==> src/rtl/adc_spi_reader.sv <==
// rtl/adc_spi_reader.sv - SPI frame reader for a 12-bit serial ADC
// One accepted start runs a 16-SCLK frame: channel bits out on din, 16 bits in, low 12 kept.
module adc_spi_reader #(
  parameter int CLK_DIV = 25
) (
  input  logic        clk,
  input  logic        rst_n,
  input  logic        start,
  input  logic [2:0]  channel,
  output logic        adc_cs_n,
  output logic        adc_sclk,
  output logic        adc_din,
  input  logic        adc_sdo,
  output logic [11:0] adc_dout,
  output logic        data_valid,
  output logic        busy
);
  localparam int CW = $clog2(CLK_DIV + 1);
  localparam logic [CW-1:0] HALF_LAST = CW'(CLK_DIV - 1);

  typedef enum logic [2:0] {IDLE, SETUP, SHIFT, HOLD, DONE} state_t;
  state_t state, state_nxt;

  logic [CW-1:0] half_cnt;
  logic [3:0]    bit_cnt;
  logic          sclk_q;
  logic          din_q;
  logic [2:0]    ch_q;
  logic [11:0]   shift_q;
  logic [11:0]   dout_q;

  logic          half_end;
  logic          sclk_rise;
  logic          sclk_fall;
  logic [3:0]    next_period;
  logic          period_bit;

  assign half_end = (half_cnt == HALF_LAST);

  always_comb begin
    state_nxt   = state;
    sclk_rise   = 1'b0;
    sclk_fall   = 1'b0;
    next_period = 4'd0;
    case (state)
      IDLE: begin
        if (start) state_nxt = SETUP;
      end
      SETUP: begin
        if (half_end) begin
          state_nxt = SHIFT;
          sclk_fall = 1'b1;
        end
      end
      SHIFT: begin
        if (half_end) begin
          if (!sclk_q) begin
            sclk_rise = 1'b1;
          end else if (bit_cnt == 4'd15) begin
            state_nxt = HOLD;
          end else begin
            sclk_fall   = 1'b1;
            next_period = bit_cnt + 4'd1;
          end
        end
      end
      HOLD: begin
        if (half_end) state_nxt = DONE;
      end
      DONE: begin
        state_nxt = IDLE;
      end
      default: begin
        state_nxt = IDLE;
      end
    endcase
  end

  // next_period is zero-based: index 2..4 are SCLK periods 3..5 carrying the channel
  always_comb begin
    period_bit = 1'b0;
    case (next_period)
      4'd2:    period_bit = ch_q[2];
      4'd3:    period_bit = ch_q[1];
      4'd4:    period_bit = ch_q[0];
      default: period_bit = 1'b0;
    endcase
  end

  always_ff @(posedge clk) begin
    if (!rst_n) begin
      state    <= IDLE;
      half_cnt <= '0;
      bit_cnt  <= 4'd0;
      sclk_q   <= 1'b1;
      din_q    <= 1'b0;
      ch_q     <= 3'd0;
      shift_q  <= 12'd0;
      dout_q   <= 12'd0;
    end else begin
      state <= state_nxt;
      if (state == IDLE || state == DONE || half_end) begin
        half_cnt <= '0;
      end else begin
        half_cnt <= half_cnt + CW'(1);
      end
      if (state == IDLE && start) ch_q <= channel;
      if (sclk_fall) begin
        sclk_q <= 1'b0;
        din_q  <= period_bit;
      end
      // 16 samples go through a 12-bit register, so the ADC's leading nibble falls off the top
      if (sclk_rise) begin
        sclk_q  <= 1'b1;
        shift_q <= {shift_q[10:0], adc_sdo};
      end
      if (state == SHIFT && half_end && sclk_q) begin
        bit_cnt <= (bit_cnt == 4'd15) ? 4'd0 : bit_cnt + 4'd1;
      end
      if (state == HOLD && half_end) dout_q <= shift_q;
    end
  end

  assign adc_cs_n   = (state == IDLE) || (state == DONE);
  assign adc_sclk   = sclk_q;
  assign adc_din    = din_q;
  assign adc_dout   = dout_q;
  assign data_valid = (state == DONE);
  assign busy       = (state != IDLE);

endmodule

==> config.mk <==
export PLATFORM = sky130hd
export DESIGN_NAME = adc_spi_reader
export DESIGN_NICKNAME = d
export VERILOG_FILES = /design/src/rtl/adc_spi_reader.sv
export SDC_FILE = /design/constraint.sdc
export NUM_CORES = 1
export LEC_CHECK = 0
export ABC_AREA = 1
export BUFFER_PORTS_ARGS = -buffer_cell sky130_fd_sc_hd__buf_2
export CORE_ASPECT_RATIO = 1.25
export CORE_MARGIN = 3
export CORE_UTILIZATION = 50
export CTS_CLUSTER_DIAMETER = 40
export DETAILED_ROUTE_END_ITERATION = 12
export PLACE_DENSITY = 0.81
export SETUP_SLACK_MARGIN = 0.05
export SYNTH_ARGS = -nofsm -noshare
export SYNTH_HDL_FRONTEND = slang
export SYNTH_SLANG_ARGS = --single-unit
==> constraint.sdc <==
create_clock -name clk -period 1.35 [get_ports clk]
set_input_delay 0.135 -clock clk [delete_from_list [all_inputs] [get_ports clk]]
set_output_delay 0.135 -clock clk [all_outputs]
set_load 0.01 [all_outputs]
==> results.py <==
metrics = {
    "status": {
        "status": "finished with violations",
        "violations": "setup timing",
    },
    "clocking": {
        "cts-buffers-inserted": 5,
        "root_buffer": "clkbuf_8",
        "holdBufCountCts": 0,
        "path_clk_slew_ps": 80,
        "htree_levels": 2,
        "clk_latency_ps": 290,
        "cts_max_path_buffers": 2,
        "cts_sinks": 41,
        "tritoncts": "yes",
    },
    "die": {
        "core_um2": 3280,
        "dieArea_um2": 4250,
        "rows": 23,
        "ios": 24,
        "die_w_um": 58.9,
        "initial_core_util_pct": 53.3,
        "die_height_um": 72.1,
    },
    "setup_path": {
        "worst_setup_path_start_kind": "flop",
        "worstPathArrival_ps": 1650,
        "critPathTopFamily": "simple AND/OR/NAND/NOR gates",
        "crit_type": "flop to flop",
        "crit_path_end_kind": "flop",
        "crit_buf_inv": 3,
        "crit_path_max_fanout": 5,
        "max_stage_delay_ps": 340,
        "crit_slowest_cell": "dfxtp_2",
        "critical_path_required_ps": 1570,
        "worstPathCellList": "inv_2 > ha_4 > nand2_2 > inv_2 > nand2_4 > nor2_4 > nand2_2 > nand2_1 > inv_1 > nor2_1 > nand2_1 > a21oi_2",
    },
    "placement": {
        "portBuffers": 23,
        "hpwlAfterDp_um": 2550,
        "pre_cts_slack_ps": -102,
        "place.gp.congestion": 0.795,
        "dp.cells": 290,
    },
    "yosys": {
        "ys_ff_latch": 41,
        "ys_top_cells_by_area": "dfxtp_1 (47%), nor2_1 (12%), nand2_1 (5.2%)",
        "syn_inst": 227,
        "yosysWarnings": 0,
        "netlist_area_um2": 1750,
        "synth_ff_type": "dfxtp_1",
        "yosysTopAreaCellShare_pct": 47.0,
        "synth.net_count": 237,
        "syn_avg_cell_area_um2": 7.70,
        "synth_top_area_cell": "dfxtp_1",
        "seq_area_frac_synth_pct": 47.0,
        "synthArstFlopShare_pct": 0,
        "synth_edf_count": 0,
        "ys_types": 29,
    },
    "detailed_routing": {
        "dr_total_vias": 1562,
        "postRouteAntennaNets": 0,
        "drt_first_iter_violations": 96,
        "first_pass_iters": 4,
        "wl_um": 4060,
        "routedWlPerCell_um": 13.3,
        "avgViaCountPerCell": 5.10,
        "drc": 0,
    },
    "sta": {
        "slew_violations": 0,
        "max_freq_ghz": 0.701,
        "finalSetupViolations": 10,
        "worstMarginPinSlew_ps": 263,
        "fin_crit_sh_pct": 106,
        "min_period_ps": 1430,
        "max_slew_margin_pct": 82.4,
        "clock_skew_ps": 6.14,
        "rsz0062_at_grt": "true",
        "fin_ws_ps": -75.7,
        "report.final.hold_viol_count": 0,
        "setup_tns_ps": -448,
    },
    "final_layout": {
        "final_nets": 278,
        "drive_above_1_share_pct": 36.8,
        "n_antenna_cell": 0,
        "area_delta_synth_final_pct": 30.9,
        "post-route-util_pct": 69.7,
        "layout.cells.non_filler": 306,
    },
    "worst_hold_path": {
        "min_path_type": "input pin to flop",
    },
    "global_routing": {
        "grtUsageMet1_pct": 20.7,
        "grt_usage_pct": 18.9,
        "gr-total-overflow": 0,
        "grt_util_met3_pct": 5.69,
        "grt_max_degree": 18,
        "grt_use_met2_pct": 33.2,
        "busiest_layer": "met2",
        "antenna_found_initial": 0,
        "grt_pass1_wl_um": 6130,
        "grt_pass1_vias": 1465,
    },
    "pwr": {
        "p_leak_nw": 0.983,
        "peakVddDrop_mv": 1.07,
        "power-per-cell-area_nw_per_um2": 1270,
        "totalPowerFinal_mw": 2.92,
    },
    "flow_run": {
        "maxCapViolCount": 0,
    },
}
-- power breakdown --
part	leakage, nW	total, mW	internal, mW	switching, mW
logic	0.594	0.687	0.287	0.401
clock network	0.0542	0.867	0.462	0.405
registers	0.335	1.36	1.28	0.0786
-- area by class of cell --
| type | instances | area, um^2 |
|---|---|---|
| well taps | 37 | 46.3 |
| inverters | 25 | 119 |
| clock inverters | 1 | 5.00 |
| multi-input cells | 155 | 938 |
| fillers | 247 | 993 |
| clock buffers | 7 | 96.3 |
| flip-flops and latches | 41 | 832 |
| repair buffers | 40 | 250 |
-- layer usage --
layer,up-vias,part of all wire [%]
met5,-,0
met4,0,2.2
met3,13,4.3
met2,37,53
met1,709,41
li1,803,-
-- state kept, by name (all words and copies together), names as in the netlist --
register and flops:
half_cnt 5, state 3, shift_q 12, adc_dout 12
ch_q 3, adc_din 1, adc_sclk 1, bit_cnt 4
-- final timing paths --
path / start / endpoint / slack [ps] / cells after the start
worst min register to register: ch_q[2]$_SDFFE_PN0P_ / ch_q[2]$_SDFFE_PN0P_ / 460 / 2
worst max register to register: half_cnt[0]$_SDFF_PP0_ / adc_din$_SDFFE_PN0P_ / -80 / 12
worst max-delay path: half_cnt[0]$_SDFF_PP0_ / adc_din$_SDFFE_PN0P_ / -80 / 12
worst min-delay path: adc_sdo / shift_q[0]$_SDFFE_PN0P_ / 90 / 3
-- through the flow --
| step | hold WS (ps) | instance area (um^2) |
|---|---|---|
| global placement | 372 | 1950 |
| global route | 140 | 2290 |
| CTS | 94.6 | 2130 |
| floorplan | 281 | 1760 |
| finish | 90.6 | 2290 |
| detailed placement | 391 | 1950 |
-- repair_timing --
item | in CTS | in global routing
setup endpoints to repair | 32 | 35
pin swaps | 10 | 6
setup buffers | 4 | 3
gates resized for setup | 18 | 39
gates cloned | 0 | 1
-- cell usage in the layout (no fill, tap or decap), drive strengths merged --
cell type	n
xnor2	1
buf	40
nand2	29
nor2	65
clkbuf	7
dfxtp	41
nand3	8
a21oi	10
inv	24
o211ai	3
nor3	1
nor3b	1
o21ai	31
xor2	3
clkinv	2
ha	3
-- kinds of logic (layout without fill, tap and decap cells) --
kind of cell               count (synthesis)  after routing  synth area share [%]
DFF                                       41             41                  47.0
buffers and inverters                     32             73                  8.09
xor gates and xnor gates                   4              4                  2.00
and+or+nand+nor                          103            104                  26.6
AOI/OAI and AO/OA                         44             44                  14.2
adders and majority gates                  3              3                  2.15
-- worst min-delay path, cell delays in order --
cell and delay (ps):
buf_2 70, o21ai_1 50, nor2_1 80
-- Yosys cell counts, types with 2 or more instances --
master / count
nor2_1: 58
dfxtp_1: 41
nand2_1: 24
inv_1: 20
o21ai_0: 17
o21ai_1: 13
a21oi_1: 9
nand3_1: 7
inv_2: 4
nor2_2: 4
ha_1: 3
nand2_4: 3
nor2_4: 3
xor2_1: 3
buf_6: 2
clkbuf_1: 2
o211ai_1: 2
No activity file was read; power rests on OpenSTA's default activity.
